<file path="src/rtl/uart_tx_arb_pkg.sv">
// ============================================================================
//  Module   : uart_tx_arb_pkg
//  Purpose  : Shared state encoding and counter widths for the UART TX
//             arbiter.
//  Revision : 1.0  initial release
// ============================================================================
`default_nettype none

package uart_tx_arb_pkg;

   // Arbiter FSM encoding: waiting for a requester, owner holds the grant,
   // byte presented to the UART
   typedef enum logic [1:0] {
      ST_IDLE = 2'd0,
      ST_OWN  = 2'd1,
      ST_SEND = 2'd2
   } state_e;

   // Idle-timeout counter is a fixed 8-bit counter
   localparam int IDLE_W = 8;

   // Byte counter must be able to hold LOCK_MAX itself
   function automatic int cnt_width(input int lock_max);
      return $clog2(lock_max + 1);
   endfunction

endpackage

`default_nettype wire

</file>
<file path="src/rtl/uart_tx_arb_rr_pick.sv">
// ============================================================================
//  Module   : uart_tx_arb_rr_pick
//  Purpose  : Combinational requester picker. Default build is round-robin
//             starting at the pointer; with UART_ARB_PRIO_EN defined it is
//             fixed priority (lowest index wins) and the pointer is ignored.
//  Revision : 1.0  initial release
// ============================================================================
`default_nettype none

module uart_tx_arb_rr_pick
   import uart_tx_arb_pkg::*;
#(
   parameter int N_REQ = 2,
   parameter int IDX_W = (N_REQ > 1) ? $clog2(N_REQ) : 1
)(
   input  logic [N_REQ-1:0] req_i,
   input  logic [IDX_W-1:0] ptr_i,
   output logic [N_REQ-1:0] grant_o,
   output logic [IDX_W-1:0] idx_o,
   output logic             valid_o
);

`ifdef UART_ARB_PRIO_EN
   logic             w_unused_ptr;
   logic [IDX_W-1:0] w_cand;

   assign w_unused_ptr = ^ptr_i;

   // Fixed priority: scan from the top down so the lowest index wins
   always_comb begin
      grant_o = '0;
      idx_o   = '0;
      valid_o = 1'b0;
      w_cand  = '0;
      for (int i = N_REQ - 1; i >= 0; i--) begin
         w_cand = IDX_W'(i);
         if (req_i[w_cand]) begin
            grant_o         = '0;
            grant_o[w_cand] = 1'b1;
            idx_o           = w_cand;
            valid_o         = 1'b1;
         end
      end
   end
`else
   logic [IDX_W:0]   w_sum;
   logic [IDX_W-1:0] w_cand;

   // Round-robin: first requester at or after the pointer, wrapping at N_REQ
   always_comb begin
      grant_o = '0;
      idx_o   = '0;
      valid_o = 1'b0;
      w_sum   = '0;
      w_cand  = '0;
      for (int i = 0; i < N_REQ; i++) begin
         w_sum = {1'b0, ptr_i} + (IDX_W + 1)'(i);
         if (w_sum >= (IDX_W + 1)'(N_REQ)) begin
            w_sum = w_sum - (IDX_W + 1)'(N_REQ);
         end
         w_cand = w_sum[IDX_W-1:0];
         if (!valid_o && req_i[w_cand]) begin
            grant_o[w_cand] = 1'b1;
            idx_o           = w_cand;
            valid_o         = 1'b1;
         end
      end
   end
`endif

endmodule

`default_nettype wire

</file>
<file path="src/rtl/uart_tx_arb.sv">
// ============================================================================
//  Module   : uart_tx_arb
//  Purpose  : Shares one UART TX byte interface between N_REQ byte-stream
//             requesters. A grant lasts for a whole message and ends on
//             LAST_I, after LOCK_MAX bytes, or after IDLE_TO idle cycles.
//             Build option UART_ARB_PRIO_EN selects fixed-priority picking
//             instead of round-robin.
//  Revision : 1.0  initial release
// ============================================================================
`default_nettype none

module uart_tx_arb
   import uart_tx_arb_pkg::*;
#(
   parameter int N_REQ    = 2,
   parameter int LOCK_MAX = 64,
   parameter int IDLE_TO  = 255
)(
   input  logic               CLK_I,
   input  logic               RST_I,
   input  logic [N_REQ-1:0]   REQ_I,
   input  logic [8*N_REQ-1:0] DATA_I,
   input  logic [N_REQ-1:0]   LAST_I,
   output logic [N_REQ-1:0]   ACK_O,
   output logic [N_REQ-1:0]   GRANT_O,
   output logic [7:0]         TX_DATA_O,
   output logic               TX_VALID_O,
   input  logic               TX_READY_I,
   output logic               BUSY_O
);

   localparam int IDX_W = (N_REQ > 1) ? $clog2(N_REQ) : 1;
   localparam int CNT_W = cnt_width(LOCK_MAX);

   localparam logic [CNT_W-1:0]  c_lock_max  = CNT_W'(LOCK_MAX);
   localparam logic [IDLE_W-1:0] c_idle_last = IDLE_W'(IDLE_TO - 1);
   localparam logic [IDX_W-1:0]  c_last_idx  = IDX_W'(N_REQ - 1);

   state_e            state_q,    state_d;
   logic [N_REQ-1:0]  grant_q,    grant_d;
   logic [IDX_W-1:0]  owner_q,    owner_d;
   logic [IDX_W-1:0]  ptr_q,      ptr_d;
   logic [CNT_W-1:0]  cnt_q,      cnt_d;
   logic [IDLE_W-1:0] idle_q,     idle_d;
   logic [N_REQ-1:0]  ack_q,      ack_d;
   logic [7:0]        tx_data_q,  tx_data_d;
   logic              tx_valid_q, tx_valid_d;
   logic              last_q,     last_d;

   logic              w_release;
   logic [N_REQ-1:0]  w_pick_grant;
   logic [IDX_W-1:0]  w_pick_idx;
   logic              w_pick_valid;

   uart_tx_arb_rr_pick #(
      .N_REQ (N_REQ),
      .IDX_W (IDX_W)
   ) u_pick (
      .req_i   (REQ_I),
      .ptr_i   (ptr_q),
      .grant_o (w_pick_grant),
      .idx_o   (w_pick_idx),
      .valid_o (w_pick_valid)
   );

   // Next-state logic: grant on request, move one byte per OWN->SEND pass,
   // release on LAST, byte limit or idle timeout
   always_comb begin
      state_d    = state_q;
      grant_d    = grant_q;
      owner_d    = owner_q;
      ptr_d      = ptr_q;
      cnt_d      = cnt_q;
      idle_d     = idle_q;
      ack_d      = '0;
      tx_data_d  = tx_data_q;
      tx_valid_d = tx_valid_q;
      last_d     = last_q;
      w_release  = 1'b0;

      case (state_q)
         ST_IDLE: begin
            if (w_pick_valid) begin
               grant_d = w_pick_grant;
               owner_d = w_pick_idx;
               state_d = ST_OWN;
            end
         end
         ST_OWN: begin
            if (REQ_I[owner_q]) begin
               // grant_q is one-hot on the owner, so it doubles as the ACK mask
               ack_d      = grant_q;
               tx_data_d  = DATA_I[{owner_q, 3'b000} +: 8];
               last_d     = LAST_I[owner_q];
               cnt_d      = cnt_q + CNT_W'(1);
               tx_valid_d = 1'b1;
               state_d    = ST_SEND;
            end else if (idle_q == c_idle_last) begin
               w_release = 1'b1;
            end else begin
               idle_d = idle_q + IDLE_W'(1);
            end
         end
         ST_SEND: begin
            if (TX_READY_I) begin
               tx_valid_d = 1'b0;
               if (last_q || (cnt_q == c_lock_max)) begin
                  w_release = 1'b1;
               end else begin
                  idle_d  = '0;
                  state_d = ST_OWN;
               end
            end
         end
         default: begin
            state_d = ST_IDLE;
         end
      endcase

      if (w_release) begin
         grant_d = '0;
         ptr_d   = (owner_q == c_last_idx) ? '0 : owner_q + IDX_W'(1);
         cnt_d   = '0;
         idle_d  = '0;
         state_d = ST_IDLE;
      end
   end

   // State register; reset also abandons any byte in flight
   always_ff @(posedge CLK_I or negedge RST_I) begin
      if (!RST_I) begin
         state_q    <= ST_IDLE;
         grant_q    <= '0;
         owner_q    <= '0;
         ptr_q      <= '0;
         cnt_q      <= '0;
         idle_q     <= '0;
         ack_q      <= '0;
         tx_data_q  <= '0;
         tx_valid_q <= 1'b0;
         last_q     <= 1'b0;
      end else begin
         state_q    <= state_d;
         grant_q    <= grant_d;
         owner_q    <= owner_d;
         ptr_q      <= ptr_d;
         cnt_q      <= cnt_d;
         idle_q     <= idle_d;
         ack_q      <= ack_d;
         tx_data_q  <= tx_data_d;
         tx_valid_q <= tx_valid_d;
         last_q     <= last_d;
      end
   end

   assign ACK_O      = ack_q;
   assign GRANT_O    = grant_q;
   assign TX_DATA_O  = tx_data_q;
   assign TX_VALID_O = tx_valid_q;
   assign BUSY_O     = (state_q != ST_IDLE);

endmodule

`default_nettype wire

</file>
<file path="config.mk">
export PLATFORM = sky130hd
export DESIGN_NAME = uart_tx_arb
export DESIGN_NICKNAME = d
export VERILOG_FILES = /design/src/rtl/uart_tx_arb_pkg.sv /design/src/rtl/uart_tx_arb_rr_pick.sv /design/src/rtl/uart_tx_arb.sv
export SDC_FILE = /design/constraint.sdc
export NUM_CORES = 1
export LEC_CHECK = 0
export CAP_MARGIN = 40
export CELL_PAD_IN_SITES_DETAIL_PLACEMENT = 0
export CELL_PAD_IN_SITES_GLOBAL_PLACEMENT = 1
export CORE_MARGIN = 2
export CORE_UTILIZATION = 42
export DETAILED_ROUTE_END_ITERATION = 8
export GPL_TIMING_DRIVEN = 0
export PLACE_DENSITY_LB_ADDON = 0.1
export SYNTH_ARGS = -nofsm -noshare
export SYNTH_HDL_FRONTEND = slang
export SYNTH_SLANG_ARGS = --single-unit
</file>
<file path="constraint.sdc">
create_clock -name CLK_I -period 3.6 [get_ports CLK_I]
set_input_delay 0.36 -clock CLK_I [delete_from_list [all_inputs] [get_ports CLK_I]]
set_output_delay 0.36 -clock CLK_I [all_outputs]
set_load 0.02 [all_outputs]
</file>
==> results of run 1 <==
-- sequential cells by signal (all words and copies together) (netlist names) --
| name | cells |
|---|---|
| state_q | 2 |
| TX_DATA_O | 8 |
| TX_VALID_O | 1 |
| ACK_O | 2 |
| cnt_q | 7 |
| ptr_q | 1 |
| idle_q | 8 |
| last_q | 1 |
| owner_q | 1 |
| GRANT_O | 2 |
-- layer usage --
layer  vias to the layer above  share of wire  track usage
li1                        751              -            -
met1                       732           0.48        0.258
met2                        37           0.46        0.292
met3                         5          0.047       0.0541
met4                         0          0.013       0.0608
met5                         -              0            0
-- kinds of logic after synthesis --
logic type | Yosys count | share of synthesized area
XOR/XNOR | 6 | 0.0282
flip-flops | 33 | 0.444
multiplexers | 14 | 0.0847
AND/OR/NAND/NOR | 66 | 0.179
buffers and inverters | 21 | 0.0524
AO/OA/AOI/OAI | 38 | 0.151
adder cells (fa/ha/maj) | 9 | 0.0605
-- worst min path at each step --
stage | cells past startpoint | startpoint | slack, ns | end
CTS | 1 | RST_I | 0.16 | cnt_q[5]$_DFFE_PN0P_
finish | 1 | RST_I | 0.13 | cnt_q[5]$_DFFE_PN0P_
global route | 1 | RST_I | 0.19 | cnt_q[5]$_DFFE_PN0P_
detailed placement | 1 | RST_I | 0.47 | state_q[1]$_DFFE_PN0P_
global placement | 2 | TX_DATA_O[3]$_DFFE_PN0P_ | 0.47 | TX_DATA_O[3]$_DFFE_PN0P_
floorplan | 0 | RST_I | 0.06 | ACK_O[0]$_DFF_PN0_
-- layout make-up --
type	instances	area, sq um	area share
Timing Repair Buffer	36	355	0.150
Tap cell	52	65.1	0.0275
Clock inverter	3	17.5	0.00740
Clock buffer	5	68.8	0.0291
Sequential cell	33	826	0.349
Multi-Input combinational cell	133	937	0.396
Inverter	15	56.3	0.0238
Buffer	6	41.3	0.0174
-- cells in the final DEF, fill, tap and decap left out, types with 6 or more instances in the layout --
cell              n
and3_1            6
clkdlybuf4s50_1  35
dfrtp_1          33
ha_1              9
inv_1            15
mux2i_1          12
nand2_1          19
nand3_1          12
nor2_1           12
o21ai_0           9
-- stage by stage --
step | hold WS (ns) | cells | util | worst slack [ns] | area [sq um]
after global placement | 0.468 | 275 | 0.529 | 1.48 | 2290
after floorplan | 0.0644 | 187 | - | 1.87 | 1860
after CTS | 0.160 | 283 | 0.547 | 1.48 | 2370
after global routing | 0.195 | 283 | 0.547 | 1.38 | 2370
after detailed placement | 0.474 | 275 | 0.527 | 1.48 | 2280
final | 0.128 | 283 | 0.547 | 1.50 | 2370
-- where the power goes --
group | leakage (nW) | switching (mW) | internal (mW)
Combinational | 0.669 | 0.606 | 0.464
Sequential | 0.398 | 0.119 | 0.525
Clock | 0.0439 | 0.144 | 0.133
Total | 1.11 | 0.869 | 1.12
==> out/metrics.cfg, run 1 <==
[timing]
finalCriticalPeriod_ns = 2.10
hold_viol = 0
fin_skew_ns = 0.0101
final.setup.tns_ns = 0
slew_viol_final = 0
rsz0062_at_grt = no
worst_pin_slew_ns = 0.741
finalCritPeriodShare = 0.584
setup_viol_count_final = 0
relSlewSlack = 0.506
fmaxAchievable_ghz = 0.476

[floorplanning]
initial_core_util = 0.430
die_h_microns = 70.6
num_rows = 24
die-area_sq_mm = 0.00498
io_pins = 37
dieWidth_microns = 70.6
core-area_sq_mm = 0.00432

[placement]
dp_hpwl_microns = 3140
numPortBuffers = 36
gp_congestion = 0.761

[global_route]
track_usage = 0.189
grt_max_degree = 34
grt_pass1_wl_microns = 7340
antenna_found_initial = 0
grt_pass1_vias = 1512
overflow = 0

[cts]
ctsHoldBuffers = 0
cts_root_buf = clkbuf_8
clkLatencyLatePin_ns = 0.29
cts_resized = 0
htree_levels = 2
clk_pin_slew_ns = 0.08
clock_path_buffers = 2
cts_tree = done
numCtsBuffers = 5
post_cts_buffers = 0
cts.sinks = 33

[final_layout]
fill_cells = 401
drive_gt1_frac = 0.104
antenna_cells = 0
layout.nets = 262
area_growth_pct = 27.2

[pwr]
total_power_mw = 1.99
p_leak_nw = 1.11
ir_drop_v = 0.000348
power_per_cell_area_mw_per_mm2 = 841

[synth]
syn_area_sq_mm = 0.00186
ys.flop_type = dfrtp_1
synth.avg_cell_area_sq_um = 9.95
yosysMostFrequentCell = dfrtp_1
syn-instance-count = 187
ys_async_sr_fraction = 1.00
synth_top_area_share = 0.444
postSynthNetCount = 219
yosysSeqAreaShare = 0.444
synth_warnings = 0
synth-seq-cells = 33
yosys.area.top_type = dfrtp_1
synth_cell_types = 42
synthTopCellsByArea = dfrtp_1 (44%), mux2i_1 (6.5%), ha_1 (6.1%)
synth_edf_count = 0
synthTopCellsByCount = dfrtp_1 (33), nand2_1 (19), inv_1 (15)

[critical_path]
arrival_ns = 1.74
worst_path_most_repeated_cell = inv_1
path_class = reg -> out
r2r_setup_slack_ns = 1.53
path_cells = inv_1 -> ha_1 -> inv_1 -> clkdlybuf4s50_1
path_depth = 4
r2r-end = idle_q[5]$_DFFE_PN0P_
critPathMaxStageDelay_ns = 0.59
startpoint = state_q[0]$_DFFE_PN0P_
r2r-start = state_q[0]$_DFFE_PN0P_
crit_buf_inv = 3
cp_top_family = buffers and inverters
path_max_fanout = 5
crit_path_end = BUSY_O
critPathRequiredTime_ns = 3.24
cp_slowest_cell = clkdlybuf4s50_1
reg2regPathDepth = 6
cp-end-kind = output pin
crit_path_start_kind = register

[route]
dr.pass1.iters = 4
wire_per_inst_microns = 15.0
antenna_left = 0
drc = 0
vias_per_cell = 5.39
vias = 1525
routed_wl_microns = 4250
drt_first_iter_violations = 76

[run_status]
status = completed

[min_path]
holdCritPathClass = in -> async

[job]
drv_cap = 0

(Power assumes the default switching activity.)
==> run 2, diff against run 1 <==
Settings changed: CORE_UTILIZATION 42 to 35.
Clock period 3.6 ns to 1.88 ns, I/O delays scaled along.
==> out/metrics.cfg, run 2 (same netlist as run 1, synthesis figures left out) <==
[floorplanning]
dieWidth_microns = 76.9
initial_core_util = 0.364
num_rows = 26
io_pins = 37
die_h_microns = 76.9
core-area_sq_mm = 0.00511
die-area_sq_mm = 0.00592

[critical_path]
r2r-end = state_q[1]$_DFFE_PN0P_
crit_buf_inv = 2
cp-end-kind = register
r2r-start = state_q[0]$_DFFE_PN0P_
startpoint = state_q[0]$_DFFE_PN0P_
reg2regPathDepth = 7
cp_slowest_cell = dfrtp_1
critPathMaxStageDelay_ns = 0.43
path_max_fanout = 10
cp_top_family = compound AO/OA/AOI/OAI gates
r2r_setup_slack_ns = 0.1
crit_path_start_kind = register
path_depth = 7
arrival_ns = 1.96
critPathRequiredTime_ns = 2.05
crit_path_end = state_q[1]$_DFFE_PN0P_
path_cells = inv_1 -> ha_4 -> and3_1 -> a22oi_2 -> o22ai_2 -> buf_6 -> o21ai_1
path_class = reg -> reg

[final_layout]
drive_gt1_frac = 0.124
area_growth_pct = 32.3
layout.nets = 265
final_cell_mix = clkdlybuf4s50_1 (34), dfrtp_1 (33), nand2_1 (19), inv_1 (15)
instances_no_fill = 304
fill_cells = 487
layout.area.seq_sq_um = 826
antenna_cells = 0
multi_input_area_sq_um = 967
final_common_cell = clkdlybuf4s50_1

[global_route]
track_usage = 0.153
grt_pass1_vias = 1516
antenna_found_initial = 0
grt_max_degree = 34
grt_pass1_wl_microns = 7200
overflow = 0

[route]
wire_per_inst_microns = 14.0
dr.pass1.iters = 4
drt_first_iter_violations = 67
vias = 1498
drc = 0
vias_per_cell = 4.93
routed_wl_microns = 4250
antenna_left = 0

[pwr]
switching_share = 0.427
total_power_mw = 3.95
clock_power_share = 0.150
p_leak_nw = 1.14
switchingPower_mw = 1.69
power_per_cell_area_mw_per_mm2 = 1600
power_frac_seq = 0.312
comb_power_share = 0.538
p_int_mw = 2.26
ir_drop_v = 0.000652

[placement]
placed_cells = 293
numPortBuffers = 36
dp_hpwl_microns = 3130
gp_congestion = 0.795

[job]
drv_cap = 0

[timing]
setup_viol_count_final = 0
rsz0062_at_grt = yes
relSlewSlack = 0.494
worst_pin_slew_ns = 0.759
fin_skew_ns = 0.0104
slew_viol_final = 0
hold_viol = 0
finalCriticalPeriod_ns = 1.78
fmaxAchievable_ghz = 0.561
finalCritPeriodShare = 0.948

[min_path]
holdCritPathClass = reg -> reg

[cts]
clk_pin_slew_ns = 0.07
cts.sinks = 33
clkLatencyLatePin_ns = 0.29
cts_root_buf = clkbuf_8
htree_levels = 2
numCtsBuffers = 5
clock_path_buffers = 2
cts_tree = done

[run_status]
status = completed

## run 2: cell count changes in the layout (fill, tap and decap cells not counted), sizes merged
cell / previous run / this run
clkinvlp: 1 / 0
clkdlybuf4s50: 35 / 34
clkbuf: 6 / 9
dlygate4sd3: 0 / 1
clkinv: 2 / 1
buf: 6 / 7
dlygate4sd2: 0 / 1
## run 2: worst min path at each step
stage	depth (start not counted)	start	slack (ns)	to
after floorplan	0	RST_I	-0.11	ACK_O[0]$_DFF_PN0_
after CTS	2	TX_DATA_O[0]$_DFFE_PN0P_	0.49	TX_DATA_O[0]$_DFFE_PN0P_
final	2	TX_DATA_O[6]$_DFFE_PN0P_	0.48	TX_DATA_O[6]$_DFFE_PN0P_
after global placement	2	TX_DATA_O[0]$_DFFE_PN0P_	0.46	TX_DATA_O[0]$_DFFE_PN0P_
after detailed placement	1	RST_I	0.30	state_q[0]$_DFFE_PN0P_
after global routing	2	TX_DATA_O[1]$_DFFE_PN0P_	0.51	TX_DATA_O[1]$_DFFE_PN0P_
## run 2: layout make-up
type                       count  area share
sequential                    33       0.336
multi-input combinational    133       0.393
inverter                      15      0.0229
clock buffer                   7      0.0391
buffer                         6      0.0178
clock inverter                 1     0.00203
tap                           70      0.0356
timing repair buffer          39       0.154
## run 2: routing by layer
| layer | GRT usage | vias to the layer above | part of all wire |
|---|---|---|---|
| li1 | - | 749 | - |
| met1 | 0.202 | 714 | 0.47 |
| met2 | 0.244 | 30 | 0.48 |
| met3 | 0.0376 | 5 | 0.038 |
| met4 | 0.0545 | 0 | 0.013 |
| met5 | 0 | - | 0 |
## run 2: what timing repair did
item / CTS / global route
pin swaps: 1 / 2
hold endpoints to repair: 8 / 0
resized for setup: 4 / 3
setup endpoints to repair: 20 / 29
hold buffers: 1 / 0
buffers inserted: 1 / 1
## run 2: power groups by stage
stage / Combinational, mW / Sequential (mW) / Clock [mW]
floorplan: 1.27 / 1.35 / 0
global placement: 2.01 / 1.22 / 0
detailed placement: 2.06 / 1.24 / 0
CTS: 2.11 / 1.22 / 0.615
global route: 2.37 / 1.28 / 0.643
finish: 2.12 / 1.23 / 0.593
## run 2: tightest hold or removal path, delay by kind of cell (launching register included)
kind / cells / cell delay [ns]
flops: 1 / 0.34
compound gates: 1 / 0.06
simple gates: 1 / 0.05
## run 2: per-stage QoR
| step | hold WS [ns] | area (sq um) | utilization | TNS [ns] | worst slack (ns) |
|---|---|---|---|---|---|
| floorplan | -0.108 | 1860 | - | 0 | 0.148 |
| global placement | 0.463 | 2310 | 0.452 | -4.68 | -0.120 |
| detailed placement | 0.303 | 2300 | 0.451 | -2.10 | -0.158 |
| CTS | 0.487 | 2440 | 0.477 | -0.000153 | -0.000153 |
| global route | 0.514 | 2460 | 0.482 | -0.236 | -0.0566 |
| finish | 0.479 | 2460 | 0.482 | 0 | 0.0982 |
==> patch 1: new RTL, flow settings as in run 1 <==
The option `UART_ARB_PRIO_EN` is turned on by a define.
--- a/src/rtl/uart_tx_arb_rr_pick.sv
+++ b/src/rtl/uart_tx_arb_rr_pick.sv
@@ -6,6 +6,8 @@
 //  Revision : 1.0  initial release
 // ============================================================================
 `default_nettype none
+
+`define UART_ARB_PRIO_EN
 
 module uart_tx_arb_rr_pick
    import uart_tx_arb_pkg::*;
Formal check against the unedited RTL: not equivalent (a bounded check fails within 10 cycles, from zero or initial values and one cycle with RST_I low).
==> patch 1 against run 1 <==
Wire length is 8.4% lower. Synthesized area is 5.2% lower. Setup slack worse by 0.099 ns. Total power is 6.0% lower. Cell count is 4.2% lower. Synthesized cell count is 5.3% lower. Die area is 4.9% lower. Largest power group unchanged. Final area is 3.9% lower. Sequential cell count is 1 lower.
==> patch 1: results (changes against run 1) <==
Run status
  – Outcome: finished clean (unchanged)

Yosys
  – Number of distinct library cell variants in the gate-level netlist after synthesis: 45 (was 42)
  – Mux share of post-synthesis cell area: 0.0816 (was 0.0847)
  – Share of the synthesized netlist area taken by xor and xnor gates: 0.0298 (was 0.0282)
  – Fraction of the yosys area taken by sequential cells: 0.454 (was 0.444)
  – Synth area leaders: dfrtp_1, ha_1, mux2i_1 (was dfrtp_1, mux2i_1, ha_1)
  – Most common library cells after synthesis: dfrtp_1, nand2_1, nor2_1 (was dfrtp_1, nand2_1, inv_1)
  – Synth Area in Adders: 0.0638 (was 0.0605)
  – Synth Net Count: 209 (was 219)
  – Compound-cell area share of the yosys netlist: 0.172 (was 0.151)

Route
  – Total wire length: 3900 µm (was 4250 µm)
  – Detailed-route wire length on metal 1: 1780 µm (was 2030 µm)
  – Number of violations reported at the end of detailed-routing iteration 0: 94 (was 76)
  – Via count normalized by instance count: 5.34 (was 5.39)
  – Wire length on met2: 1890 µm (was 1960 µm)
  – Total length of routed met3 wires: 197 µm (was 201 µm)

Timing
  – Slew of the pin with the lowest slew margin: 0.716 ns (was 0.741 ns)

Global route
  – Number of antenna violations at the first check in global routing: 0 (unchanged)
  – Met2 GRT Util: 0.320 (was 0.292)
  – Met1 track demand over resource in global routing: 0.251 (was 0.258)
  – Overall fraction of global-route tracks in use: 0.200 (was 0.189)
  – Met3 usage in global routing: 0.0714 (was 0.0541)
  – Maximum number of pins on one net before global-route repair: 33 (was 34)
  – Via count of the first global-routing pass: 1443 (was 1512)

Critical path
  – CP Launch Point: state_q[0] (unchanged)
  – Crit Path Max Fanout: 10 (was 5)
  – Register-to-register setup slack: 1.40 ns (was 1.53 ns)
  – Maximum single-stage delay on the critical path: 0.43 ns (was 0.59 ns)
  – Critical path arrival: 2.38 ns (was 1.74 ns)
  – R2r worst-path depth: 8 (was 6)
  – Capturing element of the worst setup path: cnt_q[6] (was BUSY_O)

Power
  – Leak pwr: 1.01 nW (was 1.11 nW)
  – Worst VDD drop: 358 µV (was 348 µV)
  – Total internal power: 1.08 mW (was 1.12 mW)

Placement
  – Placement-stage worst setup slack: 1.34 ns (was 1.48 ns)
  – HPWL after detailed placement: 2880 µm (was 3140 µm)
  – Weighted congestion at the end of routability-driven global placement: 0.828 (was 0.761)

Layout
  – Register fraction of the total cell area: 0.352 (was 0.349)
  – Count of multi-input combinational gates: 130 (was 133)
  – Layout cells sized above 1: 0.0769 (was 0.104)
  – Net count, final: 252 (was 262)
  – Number of clock buffer instances in the layout: 6 (was 5)
  – Buffers outside the clock class: 41 (was 42)
  – Filler instances: 377 (was 401)

Worst hold path
  – Kind of path behind the tightest hold check: input pin to async pin (unchanged)
==> patch 1: metrics by stage <==
stage	hold slack, ns	utilization	cell area (µm²)	power, mW	instances
floorplan	0.0644	-	1760	1.26	177
global placement	0.465	0.543	2190	1.56	263
detailed placement	0.458	0.542	2180	1.60	263
CTS	0.142	0.565	2270	1.89	271
global route	0.183	0.565	2270	2.02	271
finish	0.116	0.565	2270	1.87	271
==> patch 1: power groups by stage <==
| stage | Sequential [mW] | Clock [mW] | Combinational (mW) |
|---|---|---|---|
| 2_1_floorplan | 0.693 | 0 | 0.567 |
| 3_3_place_gp | 0.632 | 0 | 0.928 |
| 3_5_place_dp | 0.640 | 0 | 0.956 |
| 4_1_cts | 0.635 | 0.297 | 0.960 |
| 5_1_grt | 0.657 | 0.310 | 1.06 |
| 6_report | 0.635 | 0.294 | 0.943 |
==> patch 2: new RTL, config.mk and constraints of run 1 <==
Without the edit above. Encoding of `state_e`: now one-hot (3 bits for 3 states).
--- a/src/rtl/uart_tx_arb_pkg.sv
+++ b/src/rtl/uart_tx_arb_pkg.sv
@@ -10,10 +10,10 @@
 
    // Arbiter FSM encoding: waiting for a requester, owner holds the grant,
    // byte presented to the UART
-   typedef enum logic [1:0] {
-      ST_IDLE = 2'd0,
-      ST_OWN  = 2'd1,
-      ST_SEND = 2'd2
+   typedef enum logic [2:0] {
+      ST_IDLE = 3'b001,
+      ST_OWN  = 3'b010,
+      ST_SEND = 3'b100
    } state_e;
 
    // Idle-timeout counter is a fixed 8-bit counter
Check against the original RTL: same outputs for any inputs over 10 cycles, from zero or initial values and one cycle with RST_I low; not proved beyond that.
==> patch 2 against run 1 <==
Clock skew decreased by 0.0016 ns. Setup slack worse by 0.20 ns. Fmax fell by 8.9%. Wire length decreased by 4.3%. Die area down 2.7%. Total power fell by 12%. Cell count down 3.2%. Count of clock-buffer cells in the layout is 2 higher. Sequential cell count up 1. Synthesized area is 2.9% lower. Final area shrank 2.2%.
==> patch 2: results (changes against run 1) <==
Layout
  – Non-filler instance count after layout: 274 (was 283)
  – Layout cells sized above 1: 0.107 (was 0.104)
  – Net count, final: 250 (was 262)
  – Diode count: 0 (unchanged)

Yosys
  – Synth Net Count: 207 (was 219)
  – Async set-or-reset flop fraction in the synthesized netlist: 1.00 (unchanged)
  – Fraction of the yosys area taken by sequential cells: 0.472 (was 0.444)
  – Most common library cells after synthesis: dfrtp_1, nor2_1, nand2_1 (was dfrtp_1, nand2_1, inv_1)
  – Synth Area in Adders: 0.0277 (was 0.0605)
  – Number of instances in the synthesized netlist: 180 (was 187)
  – Number of distinct library cell variants in the gate-level netlist after synthesis: 44 (was 42)
  – Mux share of post-synthesis cell area: 0.0796 (was 0.0847)
  – Synth area leaders: dfrtp_1, mux2i_1, a21oi_1 (was dfrtp_1, mux2i_1, ha_1)
  – Compound-cell area share of the yosys netlist: 0.121 (was 0.151)
  – Share of the synthesized netlist area taken by xor and xnor gates: 0.0291 (was 0.0282)
  – Synth Warn #: 0 (unchanged)

Route
  – Via count of the routed design: 1511 (was 1525)
  – Wire per inst: 14.9 µm (was 15.0 µm)
  – Number of violations reported at the end of detailed-routing iteration 0: 88 (was 76)
  – Total length of routed met3 wires: 242 µm (was 201 µm)
  – Detailed-route wire length on metal 1: 1850 µm (was 2030 µm)
  – TritonRoute pass-1 iters: 4 (unchanged)
  – Wire length on met2: 1950 µm (was 1960 µm)
  – Uppermost layer routed: met4 (unchanged)

Critical path
  – Crit Path Max Fanout: 7 (was 5)
  – Slowest library cell on the worst path: dfstp_2 (was clkdlybuf4s50_1)
  – Top Family by Delay on Critical Path: buffers and inverters (unchanged)

Timing
  – Slew of the pin with the lowest slew margin: 0.769 ns (was 0.741 ns)
  – Clock skew: 0.00847 ns (was 0.0101 ns)

Clock tree
  – Clock root buffer: clkbuf_8 (unchanged)
  – Clock Pin Slew Worst Setup and Hold Paths: 0.07 ns
  – Number of buffers added by the clock tree synthesis step: 5 (unchanged)
  – Buffer count from post-CTS setup fixing: 0 (unchanged)
  – CTS max path bufs: 2 (unchanged)
  – Number of resized instances in the post-cts repair step: 0 (unchanged)
  – Latest clock arrival within the worst-skew pair: 0.29 ns (about the same)
  – H-tree levels: 2 (unchanged)

Placement
  – Placement-stage worst setup slack: 1.37 ns (was 1.48 ns)
  – Cell Area, Placed: 2220 µm² (was 2280 µm²)
  – Total instance count after detailed placement: 266 (was 275)
  – Quantity of I/O buffers inserted on ports: 36 (unchanged)
  – HPWL after detailed placement: 3000 µm (was 3140 µm)
  – Weighted congestion at the end of routability-driven global placement: 0.775 (was 0.761)

Global route
  – Overall fraction of global-route tracks in use: 0.179 (was 0.189)
  – Maximum number of pins on one net before global-route repair: 35 (was 34)
  – Number of antenna violations at the first check in global routing: 0 (unchanged)
  – First-pass GRT wire length: 6850 µm (was 7340 µm)
  – Via count of the first global-routing pass: 1491 (was 1512)

Run status
  – Outcome: finished clean (unchanged)

Power
  – Worst VDD drop: 372 µV (was 348 µV)
  – Leak pwr: 0.994 nW (was 1.11 nW)

Worst hold path
  – Kind of path behind the tightest hold check: input pin to async pin (unchanged)
patch 2: power by group:
group / internal (mW) / total, mW / leakage, nW / switching [mW]
sequential: 0.536 / 0.674 / 0.386 / 0.138
clock: 0.154 / 0.290 / 0.0482 / 0.136
combinational: 0.372 / 0.793 / 0.559 / 0.421
patch 2: worst paths after layout:
| path | to | cells after the start | start | slack (ns) |
|---|---|---|---|---|
| min in group CLK_I | TX_VALID_O | 1 | TX_VALID_O | 0.50 |
| max reg2reg | ptr_q | 5 | state_q[1] | 1.80 |
| min reg2reg | TX_VALID_O | 1 | TX_VALID_O | 0.50 |
| min | idle_q[2] | 1 | RST_I | 0.15 |
| max in group asynchronous | TX_DATA_O[4] | 1 | RST_I | 2.96 |
| max | BUSY_O | 3 | state_q[0] | 1.29 |
patch 2: area by class of cell:
class	count	area [µm²]
Multi-Input combinational cell	133	886
Fill cell	358	1740
Tap cell	50	62.6
Clock inverter	1	5.00
Clock buffer	7	86.3
Timing Repair Buffer	36	355
Buffer	6	42.5
Inverter	7	26.3
Sequential cell	34	852
patch 2: worst reg2reg max path, delay by kind of cell, from the launching register on:
family                 cells  cell delay, ns
AO/OA/AOI/OAI              1            0.14
buffers and inverters      1            0.21
flip-flops                 1            0.43
multiplexers               1            0.19
AND/OR/NAND/NOR            2            0.76
patch 2: routing by layer:
metal  up-vias  global-route usage
li1        731                   -
met1       730               0.226
met2        48               0.296
met3         2              0.0538
met4         0              0.0523
met5         -                   0
